**config.mk**
```make
export PLATFORM = sky130hd
export DESIGN_NAME = control_unit_flat
export DESIGN_NICKNAME = d
export VERILOG_FILES = /design/src/rtl/control_unit_pkg.sv /design/src/rtl/control_unit_if.sv /design/src/rtl/instr_decoder.sv /design/src/rtl/control_unit.sv /design/src/flat_wrapper.sv
export SDC_FILE = /design/constraint.sdc
export NUM_CORES = 1
export LEC_CHECK = 0
export BUFFER_PORTS_ARGS = -buffer_cell sky130_fd_sc_hd__buf_2
export CAP_MARGIN = 40
export CELL_PAD_IN_SITES_DETAIL_PLACEMENT = 1
export CELL_PAD_IN_SITES_GLOBAL_PLACEMENT = 1
export CORE_MARGIN = 4
export CORE_UTILIZATION = 39
export DETAILED_ROUTE_END_ITERATION = 7
export PLACE_DENSITY = 0.85
export SLEW_MARGIN = 25
export SYNTH_ARGS = -nofsm -noshare
export SYNTH_HDL_FRONTEND = slang
export SYNTH_SLANG_ARGS = --single-unit
```
**constraint.sdc**
```tcl
create_clock -name clk -period 2.5 [get_ports clk]
set_input_delay 0.375 -clock clk [delete_from_list [all_inputs] [get_ports clk]]
set_output_delay 0.375 -clock clk [all_outputs]
set_load 0.01 [all_outputs]
```
**src/rtl/control_unit_pkg.sv**
```systemverilog
// ============================================================================
// Module   : control_unit_pkg
// Purpose  : Shared FSM states, instruction classes and RV64I field encodings
// Revision : 1.0 - initial release
// ============================================================================
`default_nettype none

package control_unit_pkg;

    typedef enum logic [2:0] {
        ST_IDLE      = 3'd0,
        ST_FETCH     = 3'd1,
        ST_DECODE    = 3'd2,
        ST_EXECUTE   = 3'd3,
        ST_MEM       = 3'd4,
        ST_WRITEBACK = 3'd5,
        ST_ERROR     = 3'd6
    } state_t;

    typedef enum logic [2:0] {
        CLS_NONE = 3'd0,
        CLS_ADD  = 3'd1,
        CLS_SUB  = 3'd2,
        CLS_ADDI = 3'd3,
        CLS_LD   = 3'd4,
        CLS_SD   = 3'd5
    } instr_class_t;

    localparam logic [6:0] c_OPCODE_OP     = 7'b0110011;
    localparam logic [6:0] c_OPCODE_OP_IMM = 7'b0010011;
    localparam logic [6:0] c_OPCODE_LOAD   = 7'b0000011;
    localparam logic [6:0] c_OPCODE_STORE  = 7'b0100011;

    localparam logic [2:0] c_FUNCT3_ADD    = 3'b000;
    localparam logic [2:0] c_FUNCT3_DOUBLE = 3'b011;

    localparam logic [6:0] c_FUNCT7_BASE   = 7'b0000000;
    localparam logic [6:0] c_FUNCT7_ALT    = 7'b0100000;

    function automatic logic usesImmediate(input instr_class_t cls);
        return (cls == CLS_ADDI) || (cls == CLS_LD) || (cls == CLS_SD);
    endfunction

endpackage

`default_nettype wire

```
**src/rtl/control_unit_if.sv**
```systemverilog
// ============================================================================
// Module   : control_unit_if
// Purpose  : Run/instruction inputs and datapath control strobes of the unit
// Revision : 1.0 - initial release
// ============================================================================
`default_nettype none

interface control_unit_if #(
    parameter int COUNT_WIDTH = 32
) ();

    logic                   run;
    logic [31:0]            instruction;
    logic                   irWrite;
    logic                   pcWrite;
    logic                   writeEnable_Registers;
    logic                   writeEnable_DataMemory;
    logic                   muxSelect_ImmVsDataout2;
    logic                   muxSelect_SumVsReadData;
    logic                   SumOrSub;
    logic                   busy;
    logic                   illegal;
    logic [COUNT_WIDTH-1:0] retiredCount;

    modport master (
        output run, instruction,
        input  irWrite, pcWrite, writeEnable_Registers, writeEnable_DataMemory,
               muxSelect_ImmVsDataout2, muxSelect_SumVsReadData, SumOrSub,
               busy, illegal, retiredCount
    );

    modport slave (
        input  run, instruction,
        output irWrite, pcWrite, writeEnable_Registers, writeEnable_DataMemory,
               muxSelect_ImmVsDataout2, muxSelect_SumVsReadData, SumOrSub,
               busy, illegal, retiredCount
    );

endinterface

`default_nettype wire

```
**src/rtl/instr_decoder.sv**
```systemverilog
// ============================================================================
// Module   : instr_decoder
// Purpose  : Combinational classifier for the supported instruction subset
// Revision : 1.0 - initial release
// ============================================================================
`default_nettype none

module instr_decoder
    import control_unit_pkg::*;
(
    input  wire logic [31:0] instruction,
    output instr_class_t     instrClass,
    output logic             valid
);

    logic [6:0] w_opcode;
    logic [2:0] w_funct3;
    logic [6:0] w_funct7;
    logic       w_unusedFields;

    assign w_opcode       = instruction[6:0];
    assign w_funct3       = instruction[14:12];
    assign w_funct7       = instruction[31:25];
    // Register and immediate fields only matter to the datapath.
    assign w_unusedFields = ^{instruction[24:15], instruction[11:7]};

    always_comb begin
        instrClass = CLS_NONE;
        if (w_opcode == c_OPCODE_OP && w_funct3 == c_FUNCT3_ADD) begin
            if (w_funct7 == c_FUNCT7_BASE)
                instrClass = CLS_ADD;
            else if (w_funct7 == c_FUNCT7_ALT)
                instrClass = CLS_SUB;
        end else if (w_opcode == c_OPCODE_OP_IMM && w_funct3 == c_FUNCT3_ADD) begin
            instrClass = CLS_ADDI;
        end else if (w_opcode == c_OPCODE_LOAD && w_funct3 == c_FUNCT3_DOUBLE) begin
            instrClass = CLS_LD;
        end else if (w_opcode == c_OPCODE_STORE && w_funct3 == c_FUNCT3_DOUBLE) begin
            instrClass = CLS_SD;
        end
    end

    assign valid = (instrClass != CLS_NONE);

endmodule

`default_nettype wire

```
**src/rtl/control_unit.sv**
```systemverilog
// ============================================================================
// Module   : control_unit
// Purpose  : Multi-cycle Moore control FSM with retired-instruction counter
// Revision : 1.0 - initial release
// ============================================================================
`default_nettype none

module control_unit
    import control_unit_pkg::*;
#(
    parameter int COUNT_WIDTH = 32
) (
    input  wire logic     clk,
    input  wire logic     rst_n,
    control_unit_if.slave bus
);

    state_t                 r_state;
    state_t                 w_stateNext;
    instr_class_t           r_class;
    instr_class_t           w_decClass;
    logic                   w_decValid;
    logic                   w_retire;
    logic                   w_datapathActive;
    logic [COUNT_WIDTH-1:0] r_retiredCount;

    instr_decoder u_decoder (
        .instruction (bus.instruction),
        .instrClass  (w_decClass),
        .valid       (w_decValid)
    );

    always_comb begin
        w_stateNext = r_state;
        w_retire    = 1'b0;
        case (r_state)
            ST_IDLE:      if (bus.run) w_stateNext = ST_FETCH;
            ST_FETCH:     w_stateNext = ST_DECODE;
            ST_DECODE:    w_stateNext = w_decValid ? ST_EXECUTE : ST_ERROR;
            ST_EXECUTE:   w_stateNext = (r_class == CLS_LD || r_class == CLS_SD)
                                        ? ST_MEM : ST_WRITEBACK;
            ST_MEM:       if (r_class == CLS_SD) w_retire = 1'b1;
                          else w_stateNext = ST_WRITEBACK;
            ST_WRITEBACK: w_retire = 1'b1;
            ST_ERROR:     w_stateNext = ST_ERROR;
            default:      w_stateNext = ST_IDLE;
        endcase
        // run is only honoured at instruction boundaries.
        if (w_retire)
            w_stateNext = bus.run ? ST_FETCH : ST_IDLE;
    end

    always_ff @(posedge clk or negedge rst_n) begin
        if (!rst_n) begin
            r_state        <= ST_IDLE;
            r_class        <= CLS_NONE;
            r_retiredCount <= '0;
        end else begin
            r_state <= w_stateNext;
            if (r_state == ST_DECODE)
                r_class <= w_decClass;
            if (w_retire)
                r_retiredCount <= r_retiredCount + {{(COUNT_WIDTH-1){1'b0}}, 1'b1};
        end
    end

    assign w_datapathActive = (r_state == ST_EXECUTE) || (r_state == ST_MEM) ||
                              (r_state == ST_WRITEBACK);

    assign bus.irWrite                 = (r_state == ST_FETCH);
    assign bus.pcWrite                 = (r_state == ST_FETCH);
    assign bus.writeEnable_Registers   = (r_state == ST_WRITEBACK);
    assign bus.writeEnable_DataMemory  = (r_state == ST_MEM) && (r_class == CLS_SD);
    assign bus.muxSelect_ImmVsDataout2 = w_datapathActive && usesImmediate(r_class);
    assign bus.muxSelect_SumVsReadData = w_datapathActive && (r_class == CLS_LD);
    assign bus.SumOrSub                = w_datapathActive && (r_class == CLS_SUB);
    assign bus.busy                    = (r_state != ST_IDLE) && (r_state != ST_ERROR);
    assign bus.illegal                 = (r_state == ST_ERROR);
    assign bus.retiredCount            = r_retiredCount;

endmodule

`default_nettype wire

```
**src/flat_wrapper.sv**
```systemverilog
// flat-port wrapper written by rule: the top's interface ports become plain ports
module control_unit_flat import control_unit_pkg::*;
#(
    parameter int COUNT_WIDTH = 32
)
  (clk, rst_n, bus_run, bus_instruction, bus_irWrite, bus_pcWrite, bus_writeEnable_Registers, bus_writeEnable_DataMemory, bus_muxSelect_ImmVsDataout2, bus_muxSelect_SumVsReadData, bus_SumOrSub, bus_busy, bus_illegal, bus_retiredCount);
  control_unit_if #(.COUNT_WIDTH(COUNT_WIDTH)) bus_i ();
  input  wire logic clk;
  input  wire logic rst_n;
  input wire logic [$bits(bus_i.run)-1:0] bus_run;
  input wire logic [$bits(bus_i.instruction)-1:0] bus_instruction;
  output wire logic [$bits(bus_i.irWrite)-1:0] bus_irWrite;
  output wire logic [$bits(bus_i.pcWrite)-1:0] bus_pcWrite;
  output wire logic [$bits(bus_i.writeEnable_Registers)-1:0] bus_writeEnable_Registers;
  output wire logic [$bits(bus_i.writeEnable_DataMemory)-1:0] bus_writeEnable_DataMemory;
  output wire logic [$bits(bus_i.muxSelect_ImmVsDataout2)-1:0] bus_muxSelect_ImmVsDataout2;
  output wire logic [$bits(bus_i.muxSelect_SumVsReadData)-1:0] bus_muxSelect_SumVsReadData;
  output wire logic [$bits(bus_i.SumOrSub)-1:0] bus_SumOrSub;
  output wire logic [$bits(bus_i.busy)-1:0] bus_busy;
  output wire logic [$bits(bus_i.illegal)-1:0] bus_illegal;
  output wire logic [$bits(bus_i.retiredCount)-1:0] bus_retiredCount;
  assign bus_i.run = bus_run;
  assign bus_i.instruction = bus_instruction;
  assign bus_irWrite = bus_i.irWrite;
  assign bus_pcWrite = bus_i.pcWrite;
  assign bus_writeEnable_Registers = bus_i.writeEnable_Registers;
  assign bus_writeEnable_DataMemory = bus_i.writeEnable_DataMemory;
  assign bus_muxSelect_ImmVsDataout2 = bus_i.muxSelect_ImmVsDataout2;
  assign bus_muxSelect_SumVsReadData = bus_i.muxSelect_SumVsReadData;
  assign bus_SumOrSub = bus_i.SumOrSub;
  assign bus_busy = bus_i.busy;
  assign bus_illegal = bus_i.illegal;
  assign bus_retiredCount = bus_i.retiredCount;
  control_unit #(.COUNT_WIDTH(COUNT_WIDTH)) u_core (.clk(clk), .rst_n(rst_n), .bus(bus_i));
endmodule
```
# Yosys cells after proc, flatten, opt, wreduce, memory -nomap -nowiden

Cells that the tools add are included.

Add/subtract/negate cells: 1
Eq/ne operators: 20
Mux-type cells: 15
Reductions and logical operators: 20

Operator list:

| cell                                                   | count |
|---|---|
| adder 32 x 1 -> 32 bit (second input constant)         | 1 |
| two-way mux 3 bit                                      | 8 |
| equality test 7 x 6 -> 1 bit (second input constant)   | 3 |
| case mux 3 bit (7 select lines)                        | 1 |
| equality test 3 x 2 -> 1 bit (second input constant)   | 5 |
| equality test 3 bit (second input constant)            | 5 |
| logical AND 1 bit                                      | 9 |
| equality test 7 x 2 -> 1 bit (second input constant)   | 1 |
| equality test 7 x 5 -> 1 bit (second input constant)   | 1 |
| zero test 7 bit                                        | 1 |
| zero test 3 bit                                        | 2 |
| inequality test 3 x 2 -> 1 bit (second input constant) | 2 |
| nonzero test 3 bit                                     | 2 |
| logical OR 1 bit                                       | 5 |
| two-way mux 2 bit                                      | 2 |
| equality test 3 x 1 -> 1 bit (second input constant)   | 1 |
| two-way mux 1 bit                                      | 3 |
| inequality test 3 bit (second input constant)          | 1 |
| AND reduction 3 bit                                    | 1 |
| inequality test 2 x 1 -> 1 bit (second input constant) | 1 |
| case mux 1 bit (2 select lines)                        | 1 |

Flip-flop bits (word level): 38
Bits of input ports: 35
Output and inout bits: 41
Word-level logic and storage cells: 59

# Longest topological paths before layout

Gate-level depths: netlist of run 1.

Depth after elaboration: 10
Gate-level depth with buffers: 6
Depth with buffers taken out: 6

# Cells and area by module

From an unflattened synthesis of run 1, not the netlist that was laid out.

Cells, all modules: 181
Area total of the unflattened synthesis: 1975.6 µm²

By module, submodules not included:

| module        | instances | cells each | area an instance (µm²) | sequential area each (µm²) |
|---|---|---|---|---|
| control_unit  | 1         | 165        | 1873.0                 | 950.9 |
| instr_decoder | 1         | 16         | 102.6                  | 0.0 |

# Worst setup path after synthesis of run 1

No wires, ideal clock.

Path kind: flip-flop to output port
Start point: reg u_core.r_state[2]
End point: out bus_SumOrSub
Arrival: 1251 ps
Data required time: 2125 ps
Path slack: 874 ps
Stages on the path, launching flop included: 5
Path buffers: 1
Cells stage by stage: dfrtp_1 -> clkbuf_1 -> nand3b_1 -> and2_1 -> nor3b_1

Word-level cells in the longest chain between the ends: 4
Elaborated cells on any way between the ends: 6
Classes of those cells: eq/ne: 3; reduce/logical: 3

RTL lines:

| item                                                                | line               | source |
|---|---|---|
| from (decl)                                                         | control_unit.sv:18 | `state_t r_state;` |
| from (signal assigned)                                              | control_unit.sv:59 | `r_state <= w_stateNext;` |
| equality test 3 x 2 -> 1 bit or equality test 3 bit (tied branches) | control_unit.sv:67 | `assign w_datapathActive = (r_state == ST_EXECUTE) \|\| (r_state == ST_MEM) \|\|` |
| logical OR 1 bit                                                    | control_unit.sv:67 |  |
| logical OR 1 bit *                                                  | control_unit.sv:67 |  |
| logical AND 1 bit *                                                 | control_unit.sv:76 | `assign bus.SumOrSub = w_datapathActive && (r_class == CLS_SUB);` |
| to (decl)                                                           | flat_wrapper.sv:18 | `output wire logic [$bits(bus_i.SumOrSub)-1:0] bus_SumOrSub;` |

Every way passes the cells marked *; elsewhere a longest branch is shown, timed or not.

# Worst setup path after layout of run 1

Start point: reg u_core.r_state[1]
End point: out bus_muxSelect_SumVsReadData

Word-level cells in the longest chain between the ends: 4
Elaborated cells on any way between the ends: 6
Classes of those cells: eq/ne: 3; reduce/logical: 3

RTL lines:

| item                                                                | line               | source |
|---|---|---|
| equality test 3 x 2 -> 1 bit or equality test 3 bit (tied branches) | control_unit.sv:67 |  |
| logical OR 1 bit                                                    | control_unit.sv:67 |  |
| logical OR 1 bit *                                                  | control_unit.sv:67 |  |
| logical AND 1 bit *                                                 | control_unit.sv:75 | `assign bus.muxSelect_SumVsReadData = w_datapathActive && (r_class == CLS_LD);` |
| to (decl)                                                           | flat_wrapper.sv:17 | `output wire logic [$bits(bus_i.muxSelect_SumVsReadData)-1:0] bus_muxSelect_SumVsReadData;` |

Marked as above.

==> out/qor.log, run 1 <==
INFO  final_layout   final_layout_size_suffix_gt1_share=31.76%
INFO  clock_network  clock_sinks=38
INFO  power          worst_ir_drop_vdd=0.4627mV
INFO  power          p_switching=591.3uW
INFO  power          pwr_density_cell=720.9nW/um^2
INFO  timing         slew_headroom=69.42%
INFO  global_route   met1_usage=19.55%
INFO  power          comb_power_share=25.7%
INFO  synth          post_synth_inst_count=189
INFO  die            height_of_the_die=78.56um
INFO  worst_setup_path timing.critical_path.buf_inv=1
INFO  clock_network  tritoncts.num_buffers=5
INFO  synth          mappedNetlistNets=225
INFO  timing         grt_setup_unrepaired=no
INFO  min_path       hold_class=in2async
INFO  status         outcome=finished, final reports clean
INFO  worst_setup_path kind_of_end_point_of_the_critical_path=output port
INFO  worst_setup_path worstReg2RegStart=u_core.r_state[1]
INFO  detailed_routing number_of_routed_nets_with_antenna_violations=0
INFO  place          io_buffers=60
INFO  job            drv.max_cap_violation_count=0
INFO  place          dpl.hpwl=3702um
INFO  worst_setup_path worst-endpoint-required=2.12ns
INFO  timing         max_clock_freq=506.1MHz
INFO  timing         final_max_slew_viol_count=0
INFO  worst_setup_path r2r_setup_slack=0.54ns
INFO  detailed_routing drt-initial-drc-count=63
INFO  clock_network  path_clk_slew=0.08ns
INFO  clock_network  cts_hold_buf=0
INFO  synth          synthDistinctLibCells=37
INFO  final_layout   finished_cell_area=2452um^2
INFO  global_route   grt_antenna_before_repair=0
INFO  worst_setup_path worstPathCellList=nand2b_1 -> and2_1 -> nor3b_1 -> buf_2
INFO  power          p_seq_share=44.9%
INFO  worst_setup_path worst_setup_path_start_kind=flip-flop
INFO  synth          synthesized_area_divided_by_synthesized_cell_count=10.27um^2
INFO  detailed_routing firstDrtPassIters=4
INFO  worst_setup_path setup.worst_path.class=reg2out
INFO  timing         finalCritPeriodShare=79.04%
INFO  synth          synth-seq-area-share=48.97%
INFO  worst_setup_path critical-path-max-stage-delay=0.50ns
INFO  worst_setup_path worstPathMaxFanout=13
INFO  global_route   groute.layer.met2.usage=29.71%
INFO  worst_setup_path slowest_stage=dfrtp_1
INFO  final_layout   area.sequential=950.9um^2
INFO  detailed_routing postRouteWirelength=4630um
INFO  synth          synth_enable_flop_cells=0
INFO  die            die-area=6172um^2
INFO  final_layout   flow.area_growth_from_synthesis=26.29%
INFO  synth          dominantRegCellSynth=dfrtp_1
INFO  timing         clock-skew-final=0.005756ns
INFO  detailed_routing wire_per_inst=14.38um
INFO  final_layout   fill_cells=569
INFO  place          gp_congestion=0.7993
INFO  timing         whs=0.01406ns
INFO  final_layout   antennaDiodeCount=0
INFO  power          total_leakage_power=1.265nW
INFO  timing         setup_tns=0ns
INFO  clock_network  ctsLongestPathBuffers=2
INFO  worst_setup_path timing.critical_path.max_delay_family=simple AND/OR/NAND/NOR gates
INFO  power          totalPowerFinal=1.768mW
INFO  final_layout   most_used_cells_in_the_layout_excluding_fill_and_tap_cells=buf_2 (60), dfrtp_1 (38), xnor2_1 (19)
INFO  global_route   grt_start_max_net_pins=23
INFO  clock_network  clock_latency_at_the_later_pin_of_the_worst_skew_pair=0.29ns
INFO  worst_setup_path regToRegEndpoint=u_core.bus.retiredCount[31]
INFO  final_layout   final_common_cell=buf_2
INFO  final_layout   final_nets=290
INFO  detailed_routing vias_per_cell=5.124
INFO  die            boundaryPins=76
INFO  worst_setup_path crit_path_dat=1.60ns
INFO  synth          yosysWarnings=0
INFO  final_layout   multi_input_comb_area=953.4um^2
INFO  global_route   grt_util_all_layers=16.94%
INFO  clock_network  postCtsResizedCells=0
INFO  die            num_rows=25
INFO  die            initial_core_util=40.58%
INFO  detailed_routing route.detailed.drc=0
INFO  detailed_routing vias=1,650
INFO  clock_network  tritoncts=built
INFO  synth          synthesis.area=1942um^2
INFO  power          internal-power=1.177mW
INFO  place          post_dp_cell_area=2338um^2
INFO  power          part_of_the_power_in_the_clock_network=29.4%
INFO  global_route   globalRouteMet3Util=4.358%
INFO  worst_setup_path r2r_cells=5
INFO  global_route   overflow=0
INFO  clock_network  clock-root-buffer=clkbuf_8
INFO  clock_network  cts_post_setup_buffers_inserted=0
INFO  synth          number_of_synthesized_register_bits=38
INFO  clock_network  ctsHtreeMaxLevel=2
INFO  timing         setup_violations=0
INFO  power          p_sw_share=33.44%
INFO  timing         timing_hold_violations_final=0
INFO  die            coreArea=4786um^2
INFO  global_route   grt_first_pass_wirelength=8259um
INFO  timing         finalWorstPathRequiredPeriod=1.976ns
INFO  timing         max_slew.worst_pin.slew=0.4572ns
INFO  global_route   grt_most_used_layer=met2
INFO  global_route   vias_in_the_first_global_route=1,736
INFO  synth          ys_async_sr_fraction=100.0%
INFO  die            chipWidth=78.56um
## worst max-delay path by stage
stage	start	cells past startpoint	slack, ns	end
6_report	u_core.r_state[1]	4	0.52	bus_muxSelect_SumVsReadData
5_1_grt	u_core.r_state[1]	5	0.37	u_core.bus.retiredCount[31]
4_1_cts	u_core.r_state[1]	5	0.48	u_core.bus.retiredCount[31]
3_5_place_dp	u_core.r_state[1]	5	0.52	u_core.bus.retiredCount[31]
3_3_place_gp	u_core.r_state[1]	5	0.59	u_core.bus.retiredCount[23]
2_1_floorplan	u_core.r_state[2]	4	0.87	bus_SumOrSub
## power groups by stage
stage          clock network, mW  logic (mW)  registers, mW
2_1_floorplan                  0       0.325          0.777
3_3_place_gp                   0       0.437          0.806
3_5_place_dp                   0       0.461          0.811
4_1_cts                    0.539       0.465          0.798
5_1_grt                    0.567       0.515          0.818
6_report                   0.520       0.454          0.794
## cell usage after synthesis (3+ instances only)
library cell | number | area share [%]
nor3_1 | 6 | 1.5
inv_1 | 5 | 0.97
and4_1 | 3 | 1.4
dfrtp_1 | 38 | 49
nand3_1 | 12 | 3.1
xor2_1 | 12 | 5.4
nand2_1 | 18 | 3.5
nand3b_1 | 3 | 1.2
and2_1 | 3 | 0.97
nand4_1 | 7 | 2.3
xnor2_1 | 19 | 8.6
o21ai_0 | 3 | 0.77
a21oi_1 | 8 | 2.1
and3_1 | 3 | 0.97
nor2_1 | 18 | 3.5
## final cells by class
class / count / area share, %
Clock inverter: 3 / 1.837
Tap cell: 67 / 3.418
Sequential cell: 38 / 38.78
Inverter: 6 / 0.9184
Clock buffer: 5 / 2.806
Timing Repair Buffer: 61 / 13.37
Multi-Input combinational cell: 142 / 38.88
## per-layer routing
layer | wire length, um | vias up | share of wire (%)
met2 | 2403 | 54 | 52
met4 | 99 | 0 | 2.1
li1 | - | 788 | -
met1 | 1870 | 796 | 40
met3 | 256 | 12 | 5.5
met5 | 0 | - | 0
## state kept, by name, indices dropped and copies added (netlist names)
| name | cells |
|---|---|
| u_core.bus.retiredCount | 32 |
| u_core.r_state | 3 |
| u_core.r_class | 3 |
## kinds of logic after synthesis
| group | Yosys count | share of synthesized area (%) |
|---|---|---|
| adder cells (fa/ha/maj) | 1 | 0.6442 |
| AND/OR/NAND/NOR | 87 | 25.32 |
| flip-flops | 38 | 48.97 |
| XOR/XNOR | 31 | 13.98 |
| multiplexers | 1 | 0.5799 |
| buffers and inverters | 9 | 1.933 |
| AO/OA/AOI/OAI | 22 | 8.570 |
## metrics by stage
step	cells	setup WS (ns)	util, %
floorplan	189	0.8736	-
global placement	313	0.5943	48.29
detailed placement	314	0.5181	48.86
CTS	322	0.4814	51.24
global route	322	0.3705	51.24
finish	322	0.5240	51.24
Power figures use the tool's default switching activity.
==> run 2, diff against run 1 <==
--- a/config.mk
+++ b/config.mk
@@ -10,9 +10,9 @@
 export CELL_PAD_IN_SITES_DETAIL_PLACEMENT = 1
 export CELL_PAD_IN_SITES_GLOBAL_PLACEMENT = 1
 export CORE_MARGIN = 4
-export CORE_UTILIZATION = 39
+export CORE_UTILIZATION = 32
 export DETAILED_ROUTE_END_ITERATION = 7
-export PLACE_DENSITY = 0.85
+export PLACE_DENSITY = 0.75
 export SLEW_MARGIN = 25
 export SYNTH_ARGS = -nofsm -noshare
 export SYNTH_HDL_FRONTEND = slang
==> constraint.sdc (replaced) <==
create_clock -name clk -period 1.6 [get_ports clk]
set_input_delay 0.24 -clock clk [delete_from_list [all_inputs] [get_ports clk]]
set_output_delay 0.24 -clock clk [all_outputs]
set_load 0.01 [all_outputs]
==> out/qor.log, run 2 (synthesis gave the netlist of run 1 again) <==
INFO  global_route   grt_util_all_layers=14.82%
INFO  timing         slew_headroom=70.13%
INFO  power          internal-power=2.186mW
INFO  place          gp_congestion=0.7515
INFO  die            num_rows=28
INFO  status         failed_checks=negative setup slack
INFO  detailed_routing number_of_routed_nets_with_antenna_violations=0
INFO  place          post_dp_cell_area=2536um^2
INFO  worst_setup_path crit_path_dat=1.44ns
INFO  clock_network  tritoncts.num_buffers=5
INFO  clock_network  ctsHtreeMaxLevel=2
INFO  clock_network  tritoncts=built
INFO  timing         setup_violations=7
INFO  final_layout   area.sequential=952.2um^2
INFO  global_route   grt_first_pass_wirelength=8838um
INFO  die            chipWidth=85.90um
INFO  place          dpl.hpwl=3914um
INFO  timing         postLayoutSetupSlackWorst=-0.07526ns
INFO  final_layout   antennaDiodeCount=0
INFO  die            coreArea=5921um^2
INFO  global_route   overflow=0
INFO  worst_setup_path worstPathMaxFanout=4
INFO  final_layout   flow.area_growth_from_synthesis=50.26%
INFO  clock_network  clock_sinks=38
INFO  detailed_routing vias=1,837
INFO  power          totalPowerFinal=3.307mW
INFO  die            boundaryPins=76
INFO  power          p_switching=1.121mW
INFO  final_layout   largest_register_ff_count=32
INFO  power          worst_ir_drop_vdd=0.7556mV
INFO  timing         final_max_slew_viol_count=0
INFO  final_layout   final_layout_size_suffix_gt1_share=48.49%
INFO  place          io_buffers=60
INFO  final_layout   fill_cells=700
INFO  timing         finalCritPeriodShare=104.7%
INFO  timing         grt_setup_unrepaired=yes
INFO  die            die-area=7379um^2
INFO  worst_setup_path setup.worst_path.class=reg2out
INFO  timing         max_clock_freq=596.9MHz
INFO  final_layout   postLayoutCoreUtil=49.28%
INFO  final_layout   final_common_cell=buf_2
INFO  global_route   vias_in_the_first_global_route=1,986
INFO  power          part_of_the_power_in_the_clock_network=20.6%
INFO  die            height_of_the_die=85.90um
INFO  min_path       hold_class=in2reg
INFO  status         outcome=complete, but fails checks
INFO  die            initial_core_util=32.80%
INFO  power          comb_power_share=44.5%
INFO  power          p_sw_share=33.91%
INFO  clock_network  clock-root-buffer=clkbuf_8
INFO  worst_setup_path worst_setup_path_start_kind=flip-flop
INFO  worst_setup_path kind_of_end_point_of_the_critical_path=output port
INFO  power          pwr_density_cell=1133nW/um^2
INFO  place          pre_cts_slack=-0.06517ns
INFO  detailed_routing firstDrtPassIters=4
INFO  timing         clock-skew-final=0.009287ns
INFO  final_layout   final_nets=334
INFO  worst_setup_path worst-endpoint-required=1.36ns
INFO  detailed_routing route.detailed.drc=0
INFO  power          total_leakage_power=1.549nW
INFO  detailed_routing postRouteWirelength=5419um
INFO  detailed_routing vias_per_cell=4.912
INFO  timing         finalWorstPathRequiredPeriod=1.675ns
INFO  final_layout   most_used_cells_in_the_layout_excluding_fill_and_tap_cells=buf_2 (58), buf_4 (38), dfrtp_1 (37)
INFO  global_route   grt_antenna_before_repair=0
INFO  clock_network  ctsLongestPathBuffers=2
INFO  timing         max_slew.worst_pin.slew=0.4481ns
INFO  timing         timing_hold_violations_final=0
INFO  global_route   grt_start_max_net_pins=22
INFO  detailed_routing wire_per_inst=14.49um
INFO  power          p_seq_share=35.0%
INFO  final_layout   multi_input_comb_area=1074um^2
INFO  detailed_routing drt-initial-drc-count=27
INFO  job            drv.max_cap_violation_count=0
INFO  clock_network  clock_latency_at_the_later_pin_of_the_worst_skew_pair=0.29ns
INFO  final_layout   finished_cell_area=2918um^2
INFO  clock_network  path_clk_slew=0.07ns
## run 2: changes by cell type in the layout (fill, tap and decap cells not counted), sizes merged
cell         before  now
clkinv            0    1
clkinvlp          2    0
buf              61  104
clkbuf            5    7
bufinv            1    0
dlygate4sd3       0    1
## run 2: critical path, stage by stage (launching register included)
cell	delay [ns]
dfrtp_1	0.40
buf_6	0.14
nand3b_1	0.17
and2_4	0.16
nor3b_2	0.14
buf_2	0.15
## run 2: power groups by stage
| stage | Sequential [mW] | Clock [mW] | Combinational (mW) |
|---|---|---|---|
| floorplan | 1.21 | 0 | 0.508 |
| global placement | 1.16 | 0 | 0.955 |
| detailed placement | 1.17 | 0 | 0.978 |
| CTS | 1.15 | 0.704 | 1.29 |
| global route | 1.17 | 0.747 | 1.61 |
| finish | 1.16 | 0.681 | 1.47 |
## run 2: routing by layer
layer / wire length [um] / vias to the layer above / GRT usage, % / share of wire, %
li1: - / 872 / - / -
met3: 329 / 4 / 4.131 / 6.1
met2: 2799 / 56 / 27.19 / 52
met1: 2254 / 905 / 16.88 / 42
met5: 0 / - / 0 / 0
met4: 35 / 0 / 3.597 / 0.65
## run 2: final timing paths
path	cells after the start	endpoint	slack, ns	from
setup / recovery	5	bus_muxSelect_SumVsReadData	-0.08	u_core.r_state[2]
hold / removal	3	u_core.r_class[2]	0.29	bus_instruction[13]
setup reg to reg	7	u_core.bus.retiredCount[23]	-0.04	u_core.r_state[2]
hold reg to reg	1	u_core.bus.retiredCount[31]	0.47	u_core.bus.retiredCount[31]
max in group asynchronous	3	u_core.bus.retiredCount[17]	0.70	rst_n
min in group asynchronous	2	u_core.bus.retiredCount[23]	0.43	rst_n
## run 2: repair_timing
action	4_1_cts	5_1_grt
endpoints found under the setup margin	13	25
resized for setup	13	25
pin swaps	3	9
gates cloned	0	0
setup buffers	12	6
hold buffers	1	0
hold endpoints to repair	17	0
## run 2: area by class of cell
type | instances | area share [%]
Timing Repair Buffer | 105 | 23.46
Multi-Input combinational cell | 142 | 36.79
Clock buffer | 7 | 2.959
Clock inverter | 1 | 0.1715
Sequential cell | 38 | 32.63
Inverter | 6 | 0.7719
Tap cell | 75 | 3.216
## run 2: metrics by stage
| stage | hold WS (ns) | instances | setup TNS [ns] |
|---|---|---|---|
| floorplan | -0.05559 | 189 | 0 |
| global placement | 0.2068 | 348 | -0.01337 |
| detailed placement | 0.2113 | 348 | -0.2090 |
| CTS | 0.2786 | 369 | -0.2055 |
| global route | 0.3081 | 374 | -1.924 |
| finish | 0.2914 | 374 | -0.3491 |
==> run 3, diff against run 2 <==
--- a/config.mk
+++ b/config.mk
@@ -13,6 +13,7 @@
 export CORE_UTILIZATION = 32
 export DETAILED_ROUTE_END_ITERATION = 7
 export PLACE_DENSITY = 0.75
+export REMOVE_ABC_BUFFERS = 1
 export SLEW_MARGIN = 25
 export SYNTH_ARGS = -nofsm -noshare
 export SYNTH_HDL_FRONTEND = slang
==> out/qor.log, run 3 (synthesis gave the netlist of run 1 again) <==
INFO  power          p_switching=1.034mW
INFO  detailed_routing vias=1,743
INFO  worst_setup_path setup.worst_path.class=reg2out
INFO  worst_setup_path crit_path_dat=1.44ns
INFO  clock_network  ctsLongestPathBuffers=2
INFO  global_route   met1_usage=17.16%
INFO  detailed_routing number_of_routed_nets_with_antenna_violations=0
INFO  final_layout   antennaDiodeCount=0
INFO  die            boundaryPins=76
INFO  timing         timing_hold_violations_final=0
INFO  die            die-area=7379um^2
INFO  timing         finalWorstPathRequiredPeriod=1.677ns
INFO  timing         grt_setup_unrepaired=yes
INFO  timing         final_max_slew_viol_count=0
INFO  power          internal-power=2.078mW
INFO  status         failed_checks=negative setup slack
INFO  power          p_sw_share=33.22%
INFO  worst_setup_path worstPathMaxFanout=5
INFO  detailed_routing firstDrtPassIters=4
INFO  place          io_buffers=60
INFO  power          part_of_the_power_in_the_clock_network=20.6%
INFO  timing         clock-skew-final=0.004663ns
INFO  timing         finalCritPeriodShare=104.8%
INFO  die            initial_core_util=32.80%
INFO  clock_network  cts_hold_buf=0
INFO  clock_network  clock_latency_at_the_later_pin_of_the_worst_skew_pair=0.28ns
INFO  final_layout   largest_register_ff_count=32
INFO  clock_network  tritoncts=built
INFO  global_route   grt_start_max_net_pins=39
INFO  worst_setup_path slowest_stage=dfrtp_1
INFO  worst_setup_path worstPathCellList=buf_6 -> nand2b_4 -> and2_4 -> nor3b_2 -> buf_2
INFO  final_layout   final_nets=326
INFO  global_route   grt_most_used_layer=met2
INFO  final_layout   multi_input_comb_area=1032um^2
INFO  place          gp_congestion=0.7625
INFO  final_layout   final_layout_size_suffix_gt1_share=44.98%
INFO  final_layout   fill_cells=692
INFO  power          comb_power_share=43.0%
INFO  detailed_routing wire_per_inst=14.01um
INFO  die            height_of_the_die=85.90um
INFO  detailed_routing vias_per_cell=4.788
INFO  final_layout   flow.area_growth_from_synthesis=43.49%
INFO  global_route   grt_antenna_before_repair=0
INFO  job            drv.max_cap_violation_count=0
INFO  clock_network  clock_sinks=38
INFO  status         outcome=complete, but fails checks
INFO  timing         slew_headroom=67.77%
INFO  worst_setup_path critical-path-max-stage-delay=0.39ns
INFO  power          total_leakage_power=1.467nW
INFO  power          totalPowerFinal=3.112mW
INFO  worst_setup_path timing.critical_path.buf_inv=2
INFO  place          dpl.hpwl=3784um
INFO  global_route   vias_in_the_first_global_route=1,849
INFO  die            coreArea=5921um^2
INFO  final_layout   post_layout_nonfiller_instances=364
INFO  detailed_routing postRouteWirelength=5101um
INFO  final_layout   most_used_cells_in_the_layout_excluding_fill_and_tap_cells=buf_2 (59), dfrtp_1 (38), buf_4 (34)
INFO  worst_setup_path timing.critical_path.max_delay_family=simple AND/OR/NAND/NOR gates
INFO  die            num_rows=28
INFO  timing         max_slew.worst_pin.slew=0.4835ns
INFO  clock_network  path_clk_slew=0.07ns
INFO  timing         postLayoutSetupSlackWorst=-0.07698ns
INFO  final_layout   area.sequential=950.9um^2
INFO  power          pwr_density_cell=1117nW/um^2
INFO  final_layout   final_common_cell=buf_2
INFO  worst_setup_path kind_of_end_point_of_the_critical_path=output port
INFO  min_path       hold_class=in2async
INFO  power          worst_ir_drop_vdd=0.5539mV
INFO  timing         max_clock_freq=596.3MHz
INFO  global_route   grt_util_all_layers=14.48%
INFO  place          placed_cells_incl_taps=349
INFO  detailed_routing route.detailed.drc=0
INFO  global_route   grt_first_pass_wirelength=8528um
INFO  global_route   groute.layer.met2.usage=25.51%
INFO  timing         setup_violations=4
INFO  global_route   overflow=0
INFO  detailed_routing drt-initial-drc-count=23
INFO  clock_network  tritoncts.num_buffers=5
INFO  worst_setup_path worst_setup_path_start_kind=flip-flop
INFO  worst_setup_path worst-endpoint-required=1.36ns
INFO  clock_network  clock-root-buffer=clkbuf_8
INFO  global_route   globalRouteMet3Util=4.035%
INFO  die            chipWidth=85.90um
INFO  clock_network  ctsHtreeMaxLevel=2
INFO  power          p_seq_share=36.4%
INFO  worst_setup_path r2r_setup_slack=-0.01ns
-- run 3: area by class of cell --
class | instances | share of cell area, %
Tap cell | 75 | 3.368
Multi-Input combinational cell | 142 | 37.05
Clock buffer | 6 | 2.964
Sequential cell | 38 | 34.13
Timing Repair Buffer | 97 | 21.69
Inverter | 6 | 0.8083
-- run 3: what timing repair did --
item | 4_1_cts | 5_1_grt
buffers inserted | 9 | 1
resized for setup | 16 | 7
pin swaps | 4 | 0
endpoints found under the setup margin | 22 | 24
-- run 3: per-stage QoR --
stage	instance area (um^2)	utilization, %	TNS [ns]	setup WS [ns]	hold WS [ns]
floorplan	1927	-	-0.7764	-0.09542	-0.05559
global placement	2531	42.75	-0.006294	-0.006294	0.3145
detailed placement	2531	42.75	-0.4220	-0.08642	0.3322
CTS	2749	46.43	-0.1761	-0.08096	0.02155
global route	2786	47.06	-1.081	-0.1494	0.03995
finish	2786	47.06	-0.1753	-0.07698	0.006233
-- run 3: path summary, 6_finish.rpt --
path,from,cells past startpoint,end
max in group asynchronous,rst_n,2,u_core.bus.retiredCount[2]
worst max register to register,u_core.r_state[1],5,u_core.bus.retiredCount[23]
worst min-delay path,rst_n,2,u_core.bus.retiredCount[22]
worst max-delay path,u_core.r_state[1],5,bus_SumOrSub
min in group clk,bus_instruction[5],3,u_core.r_class[1]
worst min register to register,u_core.bus.retiredCount[31],1,u_core.bus.retiredCount[31]
-- run 3: routing by layer --
metal,part of all wire (%),routed length [um],vias up
li1,-,-,851
met1,41,2092,836
met2,52,2644,54
met3,6.5,333,2
met4,0.59,30,0
met5,0,0,-
-- run 3: power by group through the flow --
stage / Sequential [mW] / Combinational, mW / Clock, mW
after floorplan: 1.25 / 0.449 / 0
after global placement: 1.16 / 0.942 / 0
after detailed placement: 1.17 / 0.974 / 0
after CTS: 1.13 / 1.26 / 0.673
after global routing: 1.14 / 1.47 / 0.717
final: 1.13 / 1.34 / 0.641
-- run 3: worst register-to-register path, delay by kind of cell (launching register included) --
| family | cells | cell delay [ns] |
|---|---|---|
| AO/OA/AOI/OAI | 1 | 0.31 |
| AND/OR/NAND/NOR | 3 | 0.66 |
| XOR/XNOR | 1 | 0.14 |
| flip-flops | 1 | 0.39 |
